## src/rtl/tlp_framer.sv

```systemverilog
// Serializes one 20-byte TLP per handshake into STP + payload + END on an 8-bit symbol stream.
// Optional type screening at accept is enabled with `define TLP_FRAMER_TYPE_CHECK_EN.
module tlp_framer #(
  parameter int unsigned IFG = 1
) (
  input  logic         clk,
  input  logic         reset,
  input  logic [159:0] tlp_in,
  input  logic         tlp_valid,
  output logic         tlp_ready,
  output logic [7:0]   data_out,
  output logic         datak,
  output logic         tx_busy,
  output logic [3:0]   TLP_count,
  output logic         type_err
);

  typedef enum logic [2:0] {
    S_IDLE,
    S_SOF,
    S_PAYLOAD,
    S_EOF,
    S_GAP
  } state_t;

  localparam logic [7:0] SYM_STP   = 8'hFB;
  localparam logic [7:0] SYM_END   = 8'hFD;
  localparam logic [7:0] SYM_IDLE  = 8'h00;
  localparam logic [4:0] LAST_IDX  = 5'd19;
  localparam logic [3:0] GAP_LOAD  = (IFG == 0) ? 4'd0 : 4'(IFG - 1);

  state_t         r_state;
  logic [159:0]   r_hold;
  logic [4:0]     r_idx;
  logic [3:0]     r_gap_cnt;
  logic [7:0]     r_data;
  logic           r_datak;
  logic           r_busy;
  logic [3:0]     r_count;
  logic           r_type_err;

  logic           w_type_ok;
  logic [4:0]     w_idx_nxt;
  logic [7:0]     w_byte_nxt;

`ifdef TLP_FRAMER_TYPE_CHECK_EN
  always_comb begin
    w_type_ok = 1'b0;
    case (tlp_in[31:24])
      8'h00, 8'h20, 8'h40, 8'h60,
      8'h02, 8'h42, 8'h04, 8'h44,
      8'h05, 8'h45, 8'h0A, 8'h4A: w_type_ok = 1'b1;
      default:                    w_type_ok = 1'b0;
    endcase
  end
`else
  assign w_type_ok = 1'b1;
`endif

  assign w_idx_nxt  = r_idx + 5'd1;
  assign w_byte_nxt = r_hold[{w_idx_nxt, 3'b000} +: 8];

  always_ff @(posedge clk or negedge reset) begin
    if (!reset) begin
      r_state    <= S_IDLE;
      r_hold     <= '0;
      r_idx      <= '0;
      r_gap_cnt  <= '0;
      r_data     <= SYM_IDLE;
      r_datak    <= 1'b0;
      r_busy     <= 1'b0;
      r_count    <= '0;
      r_type_err <= 1'b0;
    end else begin
      r_type_err <= 1'b0;
      case (r_state)
        S_IDLE: begin
          r_data  <= SYM_IDLE;
          r_datak <= 1'b0;
          if (tlp_valid) begin
            r_hold <= tlp_in;
            if (w_type_ok) begin
              r_state <= S_SOF;
              r_data  <= SYM_STP;
              r_datak <= 1'b1;
              r_busy  <= 1'b1;
            end else begin
              r_type_err <= 1'b1;
            end
          end
        end
        S_SOF: begin
          r_state <= S_PAYLOAD;
          r_idx   <= '0;
          r_data  <= r_hold[7:0];
          r_datak <= 1'b0;
        end
        S_PAYLOAD: begin
          if (r_idx == LAST_IDX) begin
            r_state <= S_EOF;
            r_data  <= SYM_END;
            r_datak <= 1'b1;
          end else begin
            r_idx  <= w_idx_nxt;
            r_data <= w_byte_nxt;
          end
        end
        S_EOF: begin
          r_count <= r_count + 4'd1;
          r_busy  <= 1'b0;
          r_data  <= SYM_IDLE;
          r_datak <= 1'b0;
          if (IFG == 0) begin
            r_state <= S_IDLE;
          end else begin
            r_state   <= S_GAP;
            r_gap_cnt <= GAP_LOAD;
          end
        end
        S_GAP: begin
          r_data  <= SYM_IDLE;
          r_datak <= 1'b0;
          if (r_gap_cnt == 4'd0) begin
            r_state <= S_IDLE;
          end else begin
            r_gap_cnt <= r_gap_cnt - 4'd1;
          end
        end
        default: begin
          r_state <= S_IDLE;
          r_data  <= SYM_IDLE;
          r_datak <= 1'b0;
          r_busy  <= 1'b0;
        end
      endcase
    end
  end

  assign tlp_ready = (r_state == S_IDLE);
  assign data_out  = r_data;
  assign datak     = r_datak;
  assign tx_busy   = r_busy;
  assign TLP_count = r_count;
  assign type_err  = r_type_err;

endmodule

```

## config.mk

```make
export PLATFORM = sky130hd
export DESIGN_NAME = tlp_framer
export DESIGN_NICKNAME = d
export VERILOG_FILES = /design/src/rtl/tlp_framer.sv
export SDC_FILE = /design/constraint.sdc
export NUM_CORES = 1
export LEC_CHECK = 0
export ABC_AREA = 1
export CAP_MARGIN = 10
export CELL_PAD_IN_SITES_DETAIL_PLACEMENT = 1
export CELL_PAD_IN_SITES_GLOBAL_PLACEMENT = 2
export CORE_UTILIZATION = 29
export CTS_CLUSTER_DIAMETER = 50
export DETAILED_ROUTE_END_ITERATION = 6
export PLACE_DENSITY_LB_ADDON = 0.05
export SYNTH_ARGS = -nofsm -noshare
export SYNTH_HDL_FRONTEND = slang
export SYNTH_SLANG_ARGS = --single-unit
```

## constraint.sdc

```tcl
create_clock -name clk -period 2.4 [get_ports clk]
set_input_delay 0.48 -clock clk [delete_from_list [all_inputs] [get_ports clk]]
set_output_delay 0.48 -clock clk [all_outputs]
set_load 0.005 [all_outputs]
```

==> Word level (Yosys, flattened, before mapping) <==
Cells that the tools add are included.
{ "op_classes": {"n_addsub": 3, "eq_ne": 10, "shifts": 1, "n_mux": 16, "bitwise": 1, "n_reduce_logical": 10} }
{ "op_table": {"columns": ["operator", "n"], "rows": [
  ["$shiftx A160 B9 Y8", 1],
  ["$pmux W8 S3", 1],
  ["$mux W8", 2],
  ["$pmux W3 S5", 1],
  ["$ne A2 B2 Y1 const B", 5],
  ["$pmux W5 S2", 1],
  ["$mux W3", 3],
  ["$pmux W4 S2", 1],
  ["$reduce_and A2 Y1", 4],
  ["$eq A3 B2 Y1 const B", 2],
  ["$add A5 B1 Y5 const B", 1],
  ["$eq A5 B5 Y1 const B", 1],
  ["$mux W5", 1],
  ["$add A4 B1 Y4 const B", 1],
  ["$logic_not A4 Y1", 1],
  ["$mux W4", 1],
  ["$pmux W1 S2", 2],
  ["$reduce_bool A2 Y1", 2],
  ["$sub A4 B1 Y4 const B", 1],
  ["$eq A3 B1 Y1 const B", 1],
  ["$eq A3 B3 Y1 const B", 1],
  ["$logic_not A3 Y1", 1],
  ["$mux W1", 3],
  ["$reduce_and A3 Y1", 1],
  ["other kinds (2)", 2]
]} }
{ "totals": {"ff_bits": 186, "input_bits": 163, "out_inout_bits": 16, "word_cells": 49} }

==> Depth between registers and ports, before layout <==
Gate-level depths: netlist of run 1.
{ "logic_depth": {"word_depth": 4, "mapped_depth": 13, "mapped_depth_nobuf": 11} }

==> Worst setup path before layout of run 1 <==
OpenSTA, ideal clock, no wires.
{ "synth_timing": {"path_type": "register to register", "start": "register r_idx[1]", "end": "register r_data[1] (netlist: data_out[1])", "setup_time_ns": 0.065, "arrival_ns": 1.670, "required_ns": 2.335, "slack_ns": 0.665, "path_stages_with_launch": 10, "n_path_buf": 2, "synth_period_minus_slack_ns": 1.735, "cell_sequence": "dfrtp_1 > ha_1 > buf_2 > clkbuf_1 > o21ai_0 > o211ai_1 > nand3_1 > nand3_1 > nand2_1 > nand2_1"} }
{ "synth_via": {"elab_chain_cells": 4, "elab_cells_between_ends": 5, "classes_between": "add/sub: 1; eq/ne: 1; shift: 1; mux: 2"} }
{ "synth_lines": {"columns": ["element", "line_no", "text"], "rows": [
  ["from (decl)", "34", "logic [4:0] r_idx;"],
  ["from (signal assigned)", "104", "r_idx <= w_idx_nxt;"],
  ["$add A5 B1 Y5", "60", "assign w_idx_nxt = r_idx + 5'd1;"],
  ["$shiftx A160 B9 Y8", "61", "assign w_byte_nxt = r_hold[{w_idx_nxt, 3'b000} +: 8];"],
  ["$mux W8 (*)", "99", "if (r_idx == LAST_IDX) begin"],
  ["$pmux W8 S3 (*)", "76", "case (r_state)"],
  ["to (signal assigned)", "95", "r_data <= r_hold[7:0];"],
  ["to (signal assigned)", "105", "r_data <= w_byte_nxt;"],
  ["to (decl)", "36", "logic [7:0] r_data;"]
]} }
Mark *: on every way between the ends. The rest lies on a longest branch, timed or not.
A chain may end at the register's enable or synchronous reset.

==> Worst setup path after layout of run 1 <==
{ "layout_timing": {"start": "register r_state[0]", "end": "output port tlp_ready"} }
{ "layout_via": {"elab_chain_cells": 1} }
{ "layout_lines": {"columns": ["element", "line_no", "text"], "rows": [
  ["from (decl)", "32", "state_t r_state;"],
  ["from (signal assigned)", "65", "r_state <= S_IDLE;"],
  ["from (signal assigned)", "83", "r_state <= S_SOF;"],
  ["from (signal assigned)", "93", "r_state <= S_PAYLOAD;"],
  ["$logic_not A3 Y1", "139", "assign tlp_ready = (r_state == S_IDLE);"],
  ["to (decl)", "10", "output logic tlp_ready,"]
]} }
Every way passes these cells.

==> impl_metrics.ini, run 1 <==
[power_and_ir_drop]
p_seq_share_pct = 34.2
p_clk_share_pct = 18.4
combPwrFrac_pct = 47.4
leakage_nw = 5.77
power_density_mw_per_mm2 = 1310
p_int_w = 0.00873
power.switching_w = 0.00672
p_sw_share_pct = 43.5
peakVddDrop_mv = 0.656

[detailed_routing]
ant_nets = 0
vias = 7964
finalWirelength_um = 28800
routed_via_density = 4.52
dr.pass1.iters = 4
drc = 0
wl_per_cell_um = 16.3
drt_iter0_drc = 444

[timing]
timing.fmax_mhz = 447
fin_crit_sh_pct = 93.2
finalSetupViolations = 0
setup-tns-final_ns = 0
tightestPinTransition_ns = 0.749
rsz0062_at_grt = no
clock_skew_ns = 0.0152
period_needed_ns = 2.24
holdWs_ns = 0.00541
slew_viol_final = 0
final-hold-violation-count = 0
slew_headroom_pct = 49.9
setup_slack_ns = 0.162

[clock_tree]
cts.clk_slew.worst_paths_ns = 0.08
clk_latency_ns = 0.44
clock_sinks = 186
ctsHtreeMaxLevel = 4
root_buffer = clkbuf_16
clk_path_buf_depth = 2
post_cts_resized = 0
cts_hold_buffers = 0
numCtsBuffers = 17
cts_tree = done
cts_setup_buffers = 0

[layout]
drive_above_1_share_pct = 6.20
final_cell_area_sq_mm = 0.0118
final_common_cell = nand2_1
final_nets = 1525
instances_no_fill = 1762
n_antenna_cell = 0
syn_to_final_growth_pct = 32.4
final_cell_mix = nand2_1 (464), dfrtp_1 (185), clkdlybuf4s50_1 (176), inv_1 (119), o21ai_1 (111)

[outcome]
status = completed

[place]
numPlacedInstances = 1730
gp_congestion = 0.777
io_buffers = 177
dp_hpwl_um = 20800
placed_area_sq_mm = 0.0113
dp_slack_ns = 0.232

[critical_path]
arrival_ns = 1.76
reg2regPathDepth = 9
crit_path_end_kind = output port
regToRegEndpoint = data_out[2]
worstReg2RegStart = r_idx[0]
path_max_fanout = 3
worstSetupStartpointType = flop
crit_cells = 4
crit_buf_inv = 2
crit_type = reg -> out
cp_slowest_cell = clkdlybuf4s50_1
slowest_delay_ns = 0.50
cp_cell_sequence = nor2_2, nand2_1, inv_1, clkdlybuf4s50_1
cp.required_ns = 1.92
r2r_slack_ns = 0.27
critPathTopFamily = buffers and inverters

[yosys]
yosysSeqAreaShare_pct = 52.1
ys_warn_count = 0
syn_area_sq_mm = 0.00894
synth-seq-cells = 186
syn-num-nets = 1363
synthCells = 1197
synth.distinct_cells = 28
syn_avg_cell_area_sq_um = 7.47

[global_route]
grt_start_max_net_pins = 81
grt_pass1_wl_um = 46600
grt_overflow = 0
grt_pass1_vias = 8247
gr-usage-all-layers_pct = 19.4
grt_antenna_before_repair = 0

[floorplan]
die_y_um = 178
fp-row-count = 63
die_area_sq_mm = 0.0315
io_pins = 179
initial_core_util_pct = 29.8
core-area_sq_mm = 0.0300
dieWidth_um = 178

[hold_path]
hp-class = in -> async

[flow_run]
drv_cap = 0
-- worst max path at each step --
| stage | startpoint | endpoint |
|---|---|---|
| final | r_state[0] | tlp_ready |
| after global routing | r_state[0] | tlp_ready |
| after CTS | r_state[0] | tlp_ready |
| after detailed placement | r_idx[0] | data_out[2] |
| after global placement | tlp_valid | r_hold[122] |
| after floorplan | r_idx[1] | data_out[1] |
-- cell usage after synthesis (all sizes together) --
cell type  number  area share, %
nor3            4           0.41
o21ai         138            7.7
ha              3           0.42
inv           132            5.5
xor2            5           0.57
nor2           90            3.8
o31ai           2           0.17
nand4           2           0.14
a21oi           1          0.056
o211ai          4           0.34
nand2         464             19
buf            45            2.5
nor3b           1          0.084
nand3          94            5.3
conb            1          0.042
dfrtp         186             52
xnor2           3           0.38
clkbuf         20           0.84
o22ai           2           0.14
-- state kept, by name, indices dropped and copies added, names as in the netlist --
name       flops
TLP_count      4
data_out       8
datak          1
r_gap_cnt      4
r_hold       160
r_idx          5
r_state        3
tx_busy        1
-- power by group through the flow --
stage / clock network, W / registers, W / logic (W)
2_1_floorplan: 0 / 0.00510 / 0.00484
5_1_grt: 0.00303 / 0.00545 / 0.00849
3_5_place_dp: 0 / 0.00534 / 0.00745
6_report: 0.00284 / 0.00528 / 0.00733
3_3_place_gp: 0 / 0.00532 / 0.00741
4_1_cts: 0.00293 / 0.00529 / 0.00749
-- area by class of cell --
cell class,count,area [sq um]
Inverter,132,495
Clock inverter,13,120
Timing Repair Buffer,208,2120
Sequential cell,186,4660
Clock buffer,19,453
Multi-Input combinational cell,814,3500
Fill cell,3653,18100
Tap cell,390,488
-- cell families after synthesis --
group | count (synthesis) | synth area share (%)
other | 1 | 0.0420
buffers and inverters | 197 | 8.88
adder cells (fa/ha/maj) | 3 | 0.420
AND/OR/NAND/NOR | 655 | 29.2
AO/OA/AOI/OAI | 147 | 8.43
flip-flops | 186 | 52.1
XOR/XNOR | 8 | 0.952
-- per-layer routing --
layer	global-route usage [%]	up-vias	share of wire (%)
li1	-	4014	-
met1	29.4	3792	53
met2	28.9	143	43
met3	2.76	15	3.4
met4	4.27	0	0.88
met5	0	-	0
-- through the flow --
stage	utilization [%]	total power, W
2_1_floorplan	-	0.00994
3_3_place_gp	37.6	0.0127
3_5_place_dp	37.6	0.0128
4_1_cts	39.5	0.0157
5_1_grt	39.5	0.0170
6_report	39.5	0.0155
(Power assumes the default switching activity.)
==> run 2: changes to the inputs <==
CORE_UTILIZATION = 36   (was 29)
DONT_BUFFER_PORTS = 1   (was unset)
==> impl_metrics.ini, run 2 (synthesis results as in run 1) <==
[floorplan]
core-area_sq_mm = 0.0243
die_area_sq_mm = 0.0255
initial_core_util_pct = 36.7
dieWidth_um = 160
io_pins = 179
die_y_um = 160
fp-row-count = 57

[clock_tree]
ctsHtreeMaxLevel = 4
clk_path_buf_depth = 2
post_cts_resized = 0
cts_setup_buffers = 0
numCtsBuffers = 17
clock_sinks = 186
clk_latency_ns = 0.44
root_buffer = clkbuf_16
cts_tree = done
cts.clk_slew.worst_paths_ns = 0.07

[place]
numPlacedInstances = 1478
gp_congestion = 0.769
dp_hpwl_um = 18300
io_buffers = 0

[detailed_routing]
drt_iter0_drc = 388
vias = 7308
wl_per_cell_um = 17.4
ant_nets = 0
finalWirelength_um = 26200
dr.pass1.iters = 4
drc = 0
routed_via_density = 4.85

[timing]
finalSetupViolations = 0
rsz0062_at_grt = no
final-hold-violation-count = 186
setup-tns-final_ns = 0
period_needed_ns = 2.09
timing.fmax_mhz = 479
clock_skew_ns = 0.0160
fin_crit_sh_pct = 87.0
slew_headroom_pct = 50.6
tightestPinTransition_ns = 0.738
holdWs_ns = -0.263
slew_viol_final = 0

[outcome]
violations = hold timing
status = finished, violations left

[layout]
largest_reg_flops = 160
n_antenna_cell = 0
final_cell_mix = nand2_1 (464), dfrtp_1 (185), inv_1 (119), o21ai_1 (111), nand3_1 (94)
fillCellCount = 3010
syn_to_final_growth_pct = 10.8
drive_above_1_share_pct = 6.00
final_util_pct = 40.7
instances_no_fill = 1508
final_common_cell = nand2_1
final_nets = 1339
largest-register = r_hold

[global_route]
gr-usage-all-layers_pct = 21.6
grt_overflow = 0
grt_antenna_before_repair = 1
grt_start_max_net_pins = 187
grt_pass1_wl_um = 42400
grt_pass1_vias = 7581

[critical_path]
regToRegEndpoint = data_out[0]
cp_cell_sequence = ha_2, inv_2, nand3_1, nand3_1, nand3_1, nand2_1, nand2_1, nand2_1, nand2_1, nand2_1
crit_path_end_kind = flop
crit_cells = 10
worstReg2RegStart = r_idx[0]
critPathTopFamily = simple AND/OR/NAND/NOR gates
crit_type = reg -> reg
cp_slowest_cell = dfrtp_4
path_max_fanout = 24
slowest_delay_ns = 0.50
crit_buf_inv = 1
worstSetupStartpointType = flop
cp.required_ns = 2.77
reg2regPathDepth = 10
cpMostUsedCell = nand2_1
r2r_slack_ns = 0.31
arrival_ns = 2.46

[power_and_ir_drop]
peakVddDrop_mv = 0.724
leakage_nw = 5.02
total_power_w = 0.0150
power_density_mw_per_mm2 = 1520

[hold_path]
hp-class = in -> async

[flow_run]
drv_cap = 0
run 2: changes by cell type in the layout (fill, tap and decap cells not counted), sizes merged:
cell           previous run  this run
buf                      31        22
clkdlybuf4s50           176         0
clkinvlp                  0         2
bufinv                    0         5
clkbuf                   20        18
clkinv                    3         1
inv                     142       136
run 2: final cells by class:
class	count	area (sq um)	share of cell area, %
Multi-Input combinational cell	814	3500	35.3
Timing Repair Buffer	22	203	2.05
Inverter	132	495	5.01
Clock buffer	18	429	4.34
Clock inverter	12	211	2.14
Tap cell	324	405	4.10
Sequential cell	186	4660	47.1
run 2: per-layer routing:
metal / up-vias / GRT usage (%) / routed length (um)
met5: - / 0 / 17
met4: 2 / 4.98 / 212
met3: 18 / 4.14 / 842
met2: 129 / 32.4 / 11400
met1: 3521 / 32.2 / 13700
li1: 3638 / - / -
run 2: per-stage QoR:
stage | instance area [sq um] | setup WS [ns]
after floorplan | 8940 | 0.665
after global placement | 9260 | 0.335
after detailed placement | 9260 | 0.314
after CTS | 9900 | 0.291
after global routing | 9900 | 0.0920
final | 9900 | 0.311
run 2: power by group:
group	internal (W)	switching (W)	total (W)	leakage (nW)
Clock	0.00186	0.00130	0.00316	0.305
Combinational	0.00212	0.00446	0.00658	2.40
Sequential	0.00461	0.000674	0.00528	2.31
run 2: worst max-delay path by stage:
stage / startpoint / end / slack, ns
4_1_cts: r_idx[0] / data_out[7] / 0.29
6_report: r_idx[0] / data_out[0] / 0.31
2_1_floorplan: r_idx[1] / data_out[1] / 0.67
5_1_grt: r_idx[0] / data_out[0] / 0.09
3_5_place_dp: r_idx[0] / data_out[7] / 0.31
3_3_place_gp: r_idx[0] / data_out[2] / 0.33
==> run 3: changes to the inputs <==
CORE_MARGIN = 2   (was unset)
==> impl_metrics.ini, run 3 (synthesis results as in run 1) <==
[timing]
period_needed_ns = 1.98
final-hold-violation-count = 186
slew_viol_final = 0
setup_slack_ns = 0.416
slew_headroom_pct = 57.0
finalSetupViolations = 0
rsz0062_at_grt = no
timing.fmax_mhz = 504
fin_crit_sh_pct = 82.7
clock_skew_ns = 0.0126
holdWs_ns = -0.271
tightestPinTransition_ns = 0.646
setup-tns-final_ns = 0

[flow_run]
drv_cap = 0

[critical_path]
cpMostUsedCell = nand2_1
path_max_fanout = 57
arrival_ns = 2.31
crit_type = reg -> reg
cp_slowest_cell = dfrtp_4
regToRegEndpoint = data_out[5]
reg2regPathDepth = 11
slowest_delay_ns = 0.49
cp.required_ns = 2.72
worstSetupStartpointType = flop
crit_path_end_kind = flop
critPathTopFamily = simple AND/OR/NAND/NOR gates
crit_buf_inv = 1
r2r_slack_ns = 0.42
worstReg2RegStart = r_idx[0]
cp_cell_sequence = ha_2, buf_12, nor2_1, o21ai_1, nand2_1, nand2_1, nor2_1, nor2_1, nand2_1, nand2_1, nand2_1

[global_route]
grt_overflow = 0
grt_antenna_before_repair = 0
grt_start_max_net_pins = 187
gr-usage-all-layers_pct = 20.9
grt_pass1_wl_um = 42300
grt_pass1_vias = 7691

[detailed_routing]
dr.pass1.iters = 4
wl_met3_um = 1010
drc = 0
finalWirelength_um = 26400
dr_wl_met2_um = 11700
highest_layer = met4
routed_via_density = 4.88
drt_iter0_drc = 410
wl_per_cell_um = 17.5
vias = 7360
wl_met1_um = 13300
ant_nets = 0

[floorplan]
fp-row-count = 57
die_area_sq_mm = 0.0261
io_pins = 179
dieWidth_um = 162
core-area_sq_mm = 0.0243
initial_core_util_pct = 36.7
die_y_um = 162

[power_and_ir_drop]
total_power_w = 0.0147
p_clk_share_pct = 18.8
p_seq_share_pct = 36.1
power_density_mw_per_mm2 = 1500
combPwrFrac_pct = 45.1
p_int_w = 0.00815
peakVddDrop_mv = 0.760
leakage_nw = 4.98
p_sw_share_pct = 44.5
power.switching_w = 0.00654

[place]
numPlacedInstances = 1476
gp_congestion = 0.748
dp_hpwl_um = 18700
dp_slack_ns = 0.393
io_buffers = 0

[clock_tree]
ctsHtreeMaxLevel = 4
cts_tree = done
root_buffer = clkbuf_16
clk_path_buf_depth = 2
cts_setup_buffers = 0
clk_latency_ns = 0.44
numCtsBuffers = 17
clock_sinks = 186
cts.clk_slew.worst_paths_ns = 0.08

[layout]
n_antenna_cell = 0
largest_reg_flops = 160
final_util_pct = 40.4
drive_above_1_share_pct = 6.00
largest-register = r_hold
syn_to_final_growth_pct = 9.89
final_cell_mix = nand2_1 (464), dfrtp_1 (185), inv_1 (119), o21ai_1 (111), nand3_1 (94)
fillCellCount = 3018
final_nets = 1337
instances_no_fill = 1508
final_common_cell = nand2_1

[outcome]
status = finished, violations left
violations = hold timing

[hold_path]
hp-class = in -> async
[run 3: worst max-delay path by stage]
stage	startpoint	endpoint	slack (ns)	cells after the start
floorplan	r_idx[1]	data_out[1]	0.67	9
global placement	r_idx[0]	data_out[5]	0.39	11
detailed placement	r_idx[0]	data_out[5]	0.39	11
CTS	r_idx[0]	data_out[5]	0.38	11
global route	r_idx[0]	data_out[5]	0.23	11
finish	r_idx[0]	data_out[5]	0.42	11
[run 3: metal layers]
layer	vias to the layer above	track usage (%)
li1	3647	-
met1	3549	30.8
met2	143	31.7
met3	21	3.62
met4	0	5.48
met5	-	0
[run 3: repair_timing]
action                                 CTS  global route
resized for setup                        0             0
endpoints found under the hold margin  186           186
setup endpoints to repair                0             0
[run 3: layout make-up]
class                           instances  area, sq um  area share, %
Sequential cell                       186         4660           47.4
Clock buffer                           19          443           4.51
Multi-Input combinational cell        814         3500           35.6
Timing Repair Buffer                   20          200           2.04
Tap cell                              324          405           4.13
Inverter                              132          495           5.05
Clock inverter                         13          121           1.24
[run 3: power groups by stage]
stage / Clock [W] / Sequential (W) / Combinational (W)
2_1_floorplan: 0 / 0.00510 / 0.00484
3_3_place_gp: 0 / 0.00534 / 0.00669
3_5_place_dp: 0 / 0.00537 / 0.00673
4_1_cts: 0.00287 / 0.00532 / 0.00677
5_1_grt: 0.00297 / 0.00547 / 0.00767
6_report: 0.00276 / 0.00531 / 0.00662
[run 3: stage by stage]
stage               hold WS (ns)  cell area (sq um)
floorplan                  0.184               8940
global placement           0.191               9260
detailed placement         0.189               9260
CTS                       -0.288               9820
global route              -0.296               9820
finish                    -0.271               9820
